[src/rtl/cga_vram_arbiter_pkg.sv]
// Shared grant encoding and default frame geometry for the CGA video-RAM arbiter.
package cga_vram_arbiter_pkg;

  typedef enum logic [1:0] {
    GRANT_IDLE   = 2'd0,
    GRANT_VIDEO  = 2'd1,
    GRANT_CPU_RD = 2'd2,
    GRANT_CPU_WR = 2'd3
  } grant_e;

  localparam int         DEF_SLOT_CYCLES = 4;
  localparam int         DEF_NUM_SLOTS   = 4;
  localparam logic [7:0] DEF_VIDEO_MASK  = 8'h03;

  function automatic logic is_video_slot(input logic [7:0] mask, input logic [2:0] slot,
                                         input logic en);
    return mask[slot] & en;
  endfunction

endpackage

[src/rtl/cga_vram_slot_timer.sv]
// Free-running slot timer: cyc 0..SLOT_CYCLES-1, slot 0..NUM_SLOTS-1, never stalls.
// Strobes decode the current count; o_next_slot is the slot that follows the current one.
module cga_vram_slot_timer #(
  parameter int SLOT_CYCLES = 4,
  parameter int NUM_SLOTS   = 4,
  parameter int CW          = $clog2(SLOT_CYCLES)
) (
  input  logic          i_clk,
  input  logic          i_rst_l,
  output logic [CW-1:0] o_cyc,
  output logic [2:0]    o_slot,
  output logic [2:0]    o_next_slot,
  output logic          o_slot_start,
  output logic          o_slot_end
);

  logic [CW-1:0] r_cyc;
  logic [2:0]    r_slot;
  logic          w_end;
  logic [2:0]    w_next_slot;

  assign w_end       = (r_cyc == CW'(SLOT_CYCLES - 1));
  assign w_next_slot = (r_slot == 3'(NUM_SLOTS - 1)) ? 3'd0 : r_slot + 3'd1;

  always_ff @(posedge i_clk) begin
    if (!i_rst_l) begin
      r_cyc  <= '0;
      r_slot <= '0;
    end else if (w_end) begin
      r_cyc  <= '0;
      r_slot <= w_next_slot;
    end else begin
      r_cyc <= r_cyc + CW'(1);
    end
  end

  assign o_cyc        = r_cyc;
  assign o_slot       = r_slot;
  assign o_next_slot  = w_next_slot;
  assign o_slot_start = (r_cyc == '0);
  assign o_slot_end   = w_end;

endmodule

[src/rtl/cga_vram_arbiter.sv]
// Time-division arbiter sharing the 8-bit video SRAM between video fetch and ISA CPU accesses.
// Grants are made on the edge entering cycle 0 of a slot; results strobe in cycle 0 of the next slot.
module cga_vram_arbiter
  import cga_vram_arbiter_pkg::*;
#(
  parameter int         SLOT_CYCLES = DEF_SLOT_CYCLES,
  parameter int         NUM_SLOTS   = DEF_NUM_SLOTS,
  parameter logic [7:0] VIDEO_MASK  = DEF_VIDEO_MASK
) (
  input  logic        i_clk,
  input  logic        i_busreset_l,
  input  logic        i_vid_en,
  input  logic [18:0] i_vid_addr,
  output logic [7:0]  o_vid_data,
  output logic        o_vid_valid,
  output logic [2:0]  o_vid_slot,
  input  logic        i_cpu_req,
  input  logic        i_cpu_we,
  input  logic [18:0] i_cpu_addr,
  input  logic [7:0]  i_cpu_wdata,
  output logic [7:0]  o_cpu_rdata,
  output logic        o_cpu_ack,
  output logic        o_cpu_rdy,
  output logic [18:0] o_ram_a,
  output logic        o_ram_we_l,
  output logic [7:0]  o_ram_d_out,
  output logic        o_ram_d_oe,
  input  logic [7:0]  i_ram_d_in
);

  localparam int CW = $clog2(SLOT_CYCLES);

  logic [CW-1:0] w_cyc;
  logic [2:0]    w_slot;
  logic [2:0]    w_next_slot;
  logic          w_slot_start;
  logic          w_slot_end;
  logic          w_req_rise;
  logic          w_vid_grant;

  grant_e        r_grant;
  logic          r_req_d;
  logic          r_cpu_pending;
  logic          r_cpu_we;
  logic [18:0]   r_cpu_addr;
  logic [7:0]    r_cpu_wdata;
  logic [7:0]    r_cpu_rdata;
  logic          r_cpu_ack;
  logic          r_cpu_rdy;
  logic [7:0]    r_vid_data;
  logic          r_vid_valid;
  logic [2:0]    r_vid_slot;
  logic [18:0]   r_ram_a;
  logic          r_ram_we_l;
  logic [7:0]    r_ram_d_out;
  logic          r_ram_d_oe;

  cga_vram_slot_timer #(
    .SLOT_CYCLES(SLOT_CYCLES),
    .NUM_SLOTS  (NUM_SLOTS),
    .CW         (CW)
  ) u_timer (
    .i_clk       (i_clk),
    .i_rst_l     (i_busreset_l),
    .o_cyc       (w_cyc),
    .o_slot      (w_slot),
    .o_next_slot (w_next_slot),
    .o_slot_start(w_slot_start),
    .o_slot_end  (w_slot_end)
  );

  assign w_req_rise  = i_cpu_req & ~r_req_d;
  assign w_vid_grant = is_video_slot(VIDEO_MASK, w_next_slot, i_vid_en);

  always_ff @(posedge i_clk) begin
    if (!i_busreset_l) begin
      r_grant       <= GRANT_IDLE;
      r_req_d       <= 1'b0;
      r_cpu_pending <= 1'b0;
      r_cpu_we      <= 1'b0;
      r_cpu_addr    <= '0;
      r_cpu_wdata   <= '0;
      r_cpu_rdata   <= '0;
      r_cpu_ack     <= 1'b0;
      r_cpu_rdy     <= 1'b1;
      r_vid_data    <= '0;
      r_vid_valid   <= 1'b0;
      r_vid_slot    <= '0;
      r_ram_a       <= '0;
      r_ram_we_l    <= 1'b1;
      r_ram_d_out   <= '0;
      r_ram_d_oe    <= 1'b0;
    end else begin
      r_vid_valid <= 1'b0;
      r_cpu_ack   <= 1'b0;
      r_req_d     <= i_cpu_req;

      // Write pulse spans cycles 1..SLOT_CYCLES-2 so address and data bracket it by a cycle.
      if (w_slot_start && r_grant == GRANT_CPU_WR) r_ram_we_l <= 1'b0;
      if (w_cyc == CW'(SLOT_CYCLES - 2))          r_ram_we_l <= 1'b1;

      if (w_slot_end) begin
        case (r_grant)
          GRANT_VIDEO: begin
            r_vid_data  <= i_ram_d_in;
            r_vid_valid <= 1'b1;
            r_vid_slot  <= w_slot;
          end
          GRANT_CPU_RD: begin
            r_cpu_rdata <= i_ram_d_in;
            r_cpu_ack   <= 1'b1;
            r_cpu_rdy   <= ~r_cpu_pending;
          end
          GRANT_CPU_WR: begin
            r_cpu_ack <= 1'b1;
            r_cpu_rdy <= ~r_cpu_pending;
          end
          default: ;
        endcase

        if (w_vid_grant) begin
          r_grant    <= GRANT_VIDEO;
          r_ram_a    <= i_vid_addr;
          r_ram_d_oe <= 1'b0;
        end else if (r_cpu_pending) begin
          r_grant       <= r_cpu_we ? GRANT_CPU_WR : GRANT_CPU_RD;
          r_ram_a       <= r_cpu_addr;
          r_ram_d_out   <= r_cpu_wdata;
          r_ram_d_oe    <= r_cpu_we;
          r_cpu_pending <= 1'b0;
        end else begin
          r_grant    <= GRANT_IDLE;
          r_ram_d_oe <= 1'b0;
        end
      end

      // A second edge while one access is already waiting is dropped.
      if (w_req_rise && !r_cpu_pending) begin
        r_cpu_we      <= i_cpu_we;
        r_cpu_addr    <= i_cpu_addr;
        r_cpu_wdata   <= i_cpu_wdata;
        r_cpu_pending <= 1'b1;
        r_cpu_rdy     <= 1'b0;
      end
    end
  end

  assign o_vid_data  = r_vid_data;
  assign o_vid_valid = r_vid_valid;
  assign o_vid_slot  = r_vid_slot;
  assign o_cpu_rdata = r_cpu_rdata;
  assign o_cpu_ack   = r_cpu_ack;
  assign o_cpu_rdy   = r_cpu_rdy;
  assign o_ram_a     = r_ram_a;
  assign o_ram_we_l  = r_ram_we_l;
  assign o_ram_d_out = r_ram_d_out;
  assign o_ram_d_oe  = r_ram_d_oe;

endmodule

[config.mk]
export PLATFORM = sky130hd
export DESIGN_NAME = cga_vram_arbiter
export DESIGN_NICKNAME = d
export VERILOG_FILES = /design/src/rtl/cga_vram_arbiter_pkg.sv /design/src/rtl/cga_vram_slot_timer.sv /design/src/rtl/cga_vram_arbiter.sv
export SDC_FILE = /design/constraint.sdc
export NUM_CORES = 1
export LEC_CHECK = 0
export BUFFER_PORTS_ARGS = -buffer_cell sky130_fd_sc_hd__buf_2
export CAP_MARGIN = 5
export CORE_MARGIN = 1.5
export CORE_UTILIZATION = 55
export CTS_CLUSTER_SIZE = 30
export DETAILED_ROUTE_END_ITERATION = 7
export GPL_ROUTABILITY_DRIVEN = 0
export PLACE_DENSITY = 0.9
export REMOVE_ABC_BUFFERS = 1
export SYNTH_ARGS = -nofsm -noshare
export SYNTH_HDL_FRONTEND = slang
export SYNTH_SLANG_ARGS = --single-unit
[constraint.sdc]
create_clock -name i_clk -period 3.8 [get_ports i_clk]
set_clock_uncertainty 0.2 [all_clocks]
set_input_delay 0.38 -clock i_clk [delete_from_list [all_inputs] [get_ports i_clk]]
set_output_delay 0.38 -clock i_clk [all_outputs]
set_load 0.03 [all_outputs]
Word-level counts from Yosys, hierarchy flattened --
Memories as Yosys holds them, arrays and structs flattened. Index checks and enable logic that the tools add are counted.
Operators by class: add/subtract/negate cells 2, muxes and demuxes 17, reduce and logical (&&, ||, !) cells 17, equality and inequality tests 7, bitwise operators 6, order comparisons 1
Operators with widths (count):
- two-way mux 19 bit | 2
- two-way mux 1 bit | 12
- AND reduction 2 bit | 6
- == test 2 bit, second input constant | 4
- nonzero test 2 bit | 3
- OR reduction 2 bit | 3
- < comparator 3 x 4 -> 1 bit, second input constant | 1
- two-way mux 2 bit | 2
- NOT 1 bit | 4
- adder 3 x 1 -> 3 bit, second input constant | 1
- == test 3 x 2 -> 1 bit, second input constant | 1
- two-way mux 3 bit | 1
- AND reduction 3 bit | 1
- adder 2 x 1 -> 2 bit, second input constant | 1
- AND 1 bit | 2
- == test 2 x 1 -> 1 bit, second input constant | 1
- logical AND 1 bit | 2
- zero test 2 bit | 1
- != test 2 x 1 -> 1 bit, second input constant | 1
- zero test 1 bit | 1
Word-level totals: flip-flop bits (word level) 88, input port bits 59, memory bits (read-only) 8, memories kept 1, logic and storage cells 69
Memory list:
- (name not given) | depth 8, bits a word 1, rd ports 1, clocked after Yosys merged registers in 0, wr ports 0, line cga_vram_arbiter_pkg.sv:17 | return mask[slot] & en;

Depth between registers and ports, before layout --
word-level depth 8, gate-level depth with buffers 6, gate-level depth less buffers 5

Modules after synthesis --
Synthesis repeated with hierarchy kept, for this count alone.
Unflattened totals: cell total of the unflattened synthesis 391, area, all modules 3606.0 um2
Modules (own cells, without submodules):
- cga_vram_arbiter | area an instance 3354.5 um2, cells an instance 366, instances 1
- cga_vram_slot_timer | area an instance 251.5 um2, cells an instance 25, instances 1

Worst setup path before layout --
No wires, ideal clock.
path kind register to register, start point reg u_timer.r_slot[0] (netlist: u_timer.o_slot[0]), end point reg r_ram_d_out[0] (netlist: o_ram_d_out[0]), arrival time 1348 ps, cell stages (with the launch flop) 6, library setup time 123 ps, slack 2129 ps, period minus slack after synthesis 1671 ps, required time 3477 ps, buffers on the path 1, cells stage by stage dfxtp_1 > ha_1 > nor2b_4 > o2111ai_2 > buf_6 > o21ai_0
On the way: word-level cells in the longest chain between the ends 7, elaborated cells on any way between the ends 8, those cells by class 1 x add/sub; 1 x eq/ne; 2 x mux; 2 x bitwise; 1 x reduce/logical; 1 x memory
Ends and longest elaborated chain:
- start, declared | line cga_vram_slot_timer.sv:18 | logic [2:0] r_slot;
- start signal, assigned | line cga_vram_slot_timer.sv:31 | r_slot <= w_next_slot;
- adder 3 x 1 -> 3 bit / == test 3 x 2 -> 1 bit (equally long branches) | line cga_vram_slot_timer.sv:23 | assign w_next_slot = (r_slot == 3'(NUM_SLOTS - 1)) ? 3'd0 : r_slot + 3'd1;
- two-way mux 3 bit * | line cga_vram_slot_timer.sv:23
- memory read (8 x 1 bit) *
- two-way mux 1 bit (not written as such) * | line cga_vram_arbiter_pkg.sv:17
- AND 1 bit * | line cga_vram_arbiter_pkg.sv:17
- NOT 1 bit (no line) *
- AND reduction 3 bit (no line) *
- end signal, assigned | line cga_vram_arbiter.sv:128 | r_ram_d_out <= r_cpu_wdata;
- end, declared | line cga_vram_arbiter.sv:55 | logic [7:0] r_ram_d_out;
Every way passes the cells marked *; elsewhere a longest branch is shown, timed or not. The select of a mux whose other input is x is not followed. A chain may end at the register's enable or synchronous reset.

Final worst setup path --
start point reg r_cpu_pending, end point reg r_cpu_wdata[7]
On the way: word-level cells in the longest chain between the ends 2
Ends and longest elaborated chain:
- start, declared | line cga_vram_arbiter.sv:43 | logic r_cpu_pending;
- start signal, assigned | line cga_vram_arbiter.sv:79 | r_cpu_pending <= 1'b0;
- start signal, assigned | line cga_vram_arbiter.sv:130 | r_cpu_pending <= 1'b0;
- start signal, assigned | line cga_vram_arbiter.sv:142 | r_cpu_pending <= 1'b1;
- zero test 1 bit | line cga_vram_arbiter.sv:138 | if (w_req_rise && !r_cpu_pending) begin
- logical AND 1 bit | line cga_vram_arbiter.sv:138
- end signal, assigned | line cga_vram_arbiter.sv:141 | r_cpu_wdata <= i_cpu_wdata;
- end, declared | line cga_vram_arbiter.sv:46 | logic [7:0] r_cpu_wdata;
Every way passes these cells.

==> impl_results.md <==
* Clock latency on the worst-skew pair at 0.37 ns
* Clk buf depth at 2
* Clk sinks at 88
* Grt total ovfl at 0
* CP Capture Type: register
* Gr usage total at 0.240
* Via density at 5.44
* Final wirelength at 8.33 mm
* Yosys cell types at 36
* Worst endpoint required time at 3.88 ns
* Worst endpoint data arrival time at 2.59 ns
* Initial DRC count at 209
* Die area at 0.00704 mm2
* DRC viols at 0
* Starting Density at 0.567
* First-pass GRT wire length at 13.6 mm
* Worst Hold Launch: i_cpu_addr[11]
* Post-synth top area cell: dfxtp_1
* Top-count cell post-synth: dfxtp_1
* CTS root buf: clkbuf_8
* Crit path kind: reg2reg
* Slew Viols, Final at 0
* Endpoint, Worst Hold: r_cpu_addr[11]
* DIE WIDTH at 83.9 um
* Xor and xnor area share after synthesis at 0
* Max-cap violation count at 0
* Rows at 29
* Dpl cells at 583
* TritonCTS Buffers at 9
* Post-Synth Adder-Cell Area at 0.0139
* RSZ-0062 raised after global routing: false
* Leakage power at 1.92 nW
* Synth top area share at 0.490
* Non-Filler Instances at 598
* # port buffers at roughly 110
* Register area share after synthesis at 0.490
* Area Overhead vs Synth at 18.5%
* CTS tree: built
* Fin crit period at between 2 and 3 ns
* CP Launch Type: register
* HP Class: in2reg
* CTS resizes at 0
* Drt first pass iters at 4
* Final setup viols at 0
* Wirelength per Cell at 13.9 um
* Filler cells at 507
* Synth area leaders: dfxtp_1 49%, nand2_1 8.9%, a21oi_1 5.8%
* Power per cell area at 441 mW/mm2
* Hold_buf cts at 0
* Largest family of logic cells by synthesized area: compound AO/OA/AOI/OAI gates
* R2R Path End: r_cpu_wdata[7]
* Largest net degree at the start of global routing at 56
* Worst-path fanout max at 31
* Final ANT Viol Nets at 0
* Hold Path Cell Cnt at 3
* Count of flip-flops with a built-in enable after synthesis at 0
* Via count of the first global-routing pass at 3057
* Die height at roughly 84 um
* # H-tree levels at 3
* Top post-synthesis cells by count: 88 x dfxtp_1, 85 x nand2_1, 42 x a21oi_1
* Final-stage net count at 580
* Post-synthesis simple-gate area fraction at 0.177
* HPWL after detailed placement at 5.43 mm
* IO Pins at 110
* Multiplexer share of the synthesized area at 0.0337
* Diode count at 0
* Reg2reg start: r_cpu_pending
* Crit share post-route at 0.661
* Synth Area in Compound Gates at 0.201
* Synth warn at 0
* Measured slew at the worst slew-check pin at 1.04 ns
* Relative slew slack at 0.305
* Status: complete, no violations
* FFs w/ async S/R, synth at 0
* R2R cell count at 3
* Clock transition at path regs at 0.08 ns
* Fraction of final layout cells with drive strength greater than 1 at 0.259
* Post-synthesis cell count at 428
* # Post-CTS Setup Buffers at 0
* Mapped Area at about 0.0036 mm2
* F_max at 398 MHz
* Core ar. at between 0.006 and 0.007 mm2
* FF+latch count, synth at 88
* VDD IR max at 0.257 mV
* Initial antenna violation count at 0
* Via Count at 3252
* Power, Total at between 1.5 and 2 mW
* TNS Setup at 0 ns
* Mean Syn Cell Area at around 8.4 um2
* Top_reg_cell synth: dfxtp_1
* Final hold violation count at 0
* R2R setup slack at 1.29 ns
routing by layer:
layer / vias to the layer above / part of all wire / track usage / wire length (um)
met5: - / 0 / 0 / 0
met4: 0 / 0.036 / 0.125 / 301
met3: 29 / 0.054 / 0.0673 / 450
met2: 108 / 0.50 / 0.405 / 4180
met1: 1493 / 0.41 / 0.275 / 3400
li1: 1622 / - / - / -
cells in the final DEF, fill, tap and decap left out, types with 2 or more instances in the layout:
cell / netlist / final
a21oi_1: 42 / 42
a311oi_1: 19 / 19
a31oi_1: 5 / 5
buf_2: 9 / 109
buf_4: 6 / 2
bufinv_16: 0 / 2
clkbuf_8: 0 / 9
clkinv_2: 0 / 2
clkinvlp_4: 0 / 2
dfxtp_1: 88 / 88
ha_1: 4 / 3
inv_1: 26 / 26
mux2i_1: 11 / 11
nand2_1: 85 / 85
nand2b_1: 3 / 3
nand3_1: 10 / 10
nand3b_1: 2 / 2
nor2_1: 40 / 40
o21ai_0: 23 / 23
o21ai_1: 7 / 7
o22a_1: 14 / 14
where the power goes:
| group | internal (mW) | total (mW) | switching [mW] |
|---|---|---|---|
| combinational | 0.0843 | 0.211 | 0.127 |
| sequential | 0.954 | 0.981 | 0.0272 |
| clock | 0.364 | 0.690 | 0.326 |
per-stage QoR:
| stage | utilization | instance area, um2 | worst slack, ns | hold slack (ns) |
|---|---|---|---|---|
| floorplan | - | 3400 | 1.01 | 0.219 |
| global placement | 0.639 | 4060 | 1.37 | 0.237 |
| detailed placement | 0.639 | 4060 | 1.29 | 0.243 |
| CTS | 0.672 | 4260 | 1.27 | 0.0351 |
| global route | 0.672 | 4260 | 1.03 | 0.0391 |
| finish | 0.672 | 4260 | 1.29 | 0.0456 |
worst max path at each step:
| stage | startpoint | endpoint | slack, ns |
|---|---|---|---|
| finish | r_cpu_pending | r_cpu_wdata[7] | 1.29 |
| global route | r_cpu_pending | r_cpu_wdata[1] | 1.03 |
| CTS | r_cpu_pending | r_cpu_wdata[7] | 1.27 |
| detailed placement | r_cpu_pending | r_cpu_wdata[7] | 1.29 |
| global placement | r_cpu_pending | r_cpu_addr[12] | 1.37 |
| floorplan | u_timer.o_cyc[0] | o_ram_a[6] | 1.01 |
worst max-delay path, stage by stage, from the launching register on:
cell and delay, ns:
dfxtp_1 1.01, nand2b_1 0.89, nand2_1 0.14, a21oi_1 0.18
state kept, by name, summed over array words and instances (netlist names):
name	count
o_ram_a	19
r_cpu_addr	19
o_cpu_rdata	8
o_ram_d_out	8
o_vid_data	8
r_cpu_wdata	8
o_vid_slot	3
u_timer.o_slot	3
r_grant	2
u_timer.o_cyc	2
o_cpu_ack	1
o_cpu_rdy	1
o_ram_d_oe	1
o_ram_we_l	1
o_vid_valid	1
r_cpu_pending	1
r_cpu_we	1
r_req_d	1
cells by family (layout without fill, tap and decap cells):
| family | after synthesis | in the layout |
|---|---|---|
| simple gates | 150 | 150 |
| compound gates | 114 | 114 |
| flops | 88 | 88 |
| buf+inv | 60 | 153 |
| mux | 12 | 12 |
| fa+ha+maj | 4 | 4 |
area by class of cell:
cell class | count | area (um2) | area share
Sequential cell | 88 | 1760 | 0.413
Multi-Input combinational cell | 280 | 1540 | 0.360
Timing Repair Buffer | 111 | 561 | 0.131
Clock buffer | 9 | 124 | 0.0290
Inverter | 27 | 101 | 0.0238
Tap cell | 77 | 96.3 | 0.0226
Clock inverter | 6 | 85.1 | 0.0200
No activity file was read; power rests on OpenSTA's default activity.
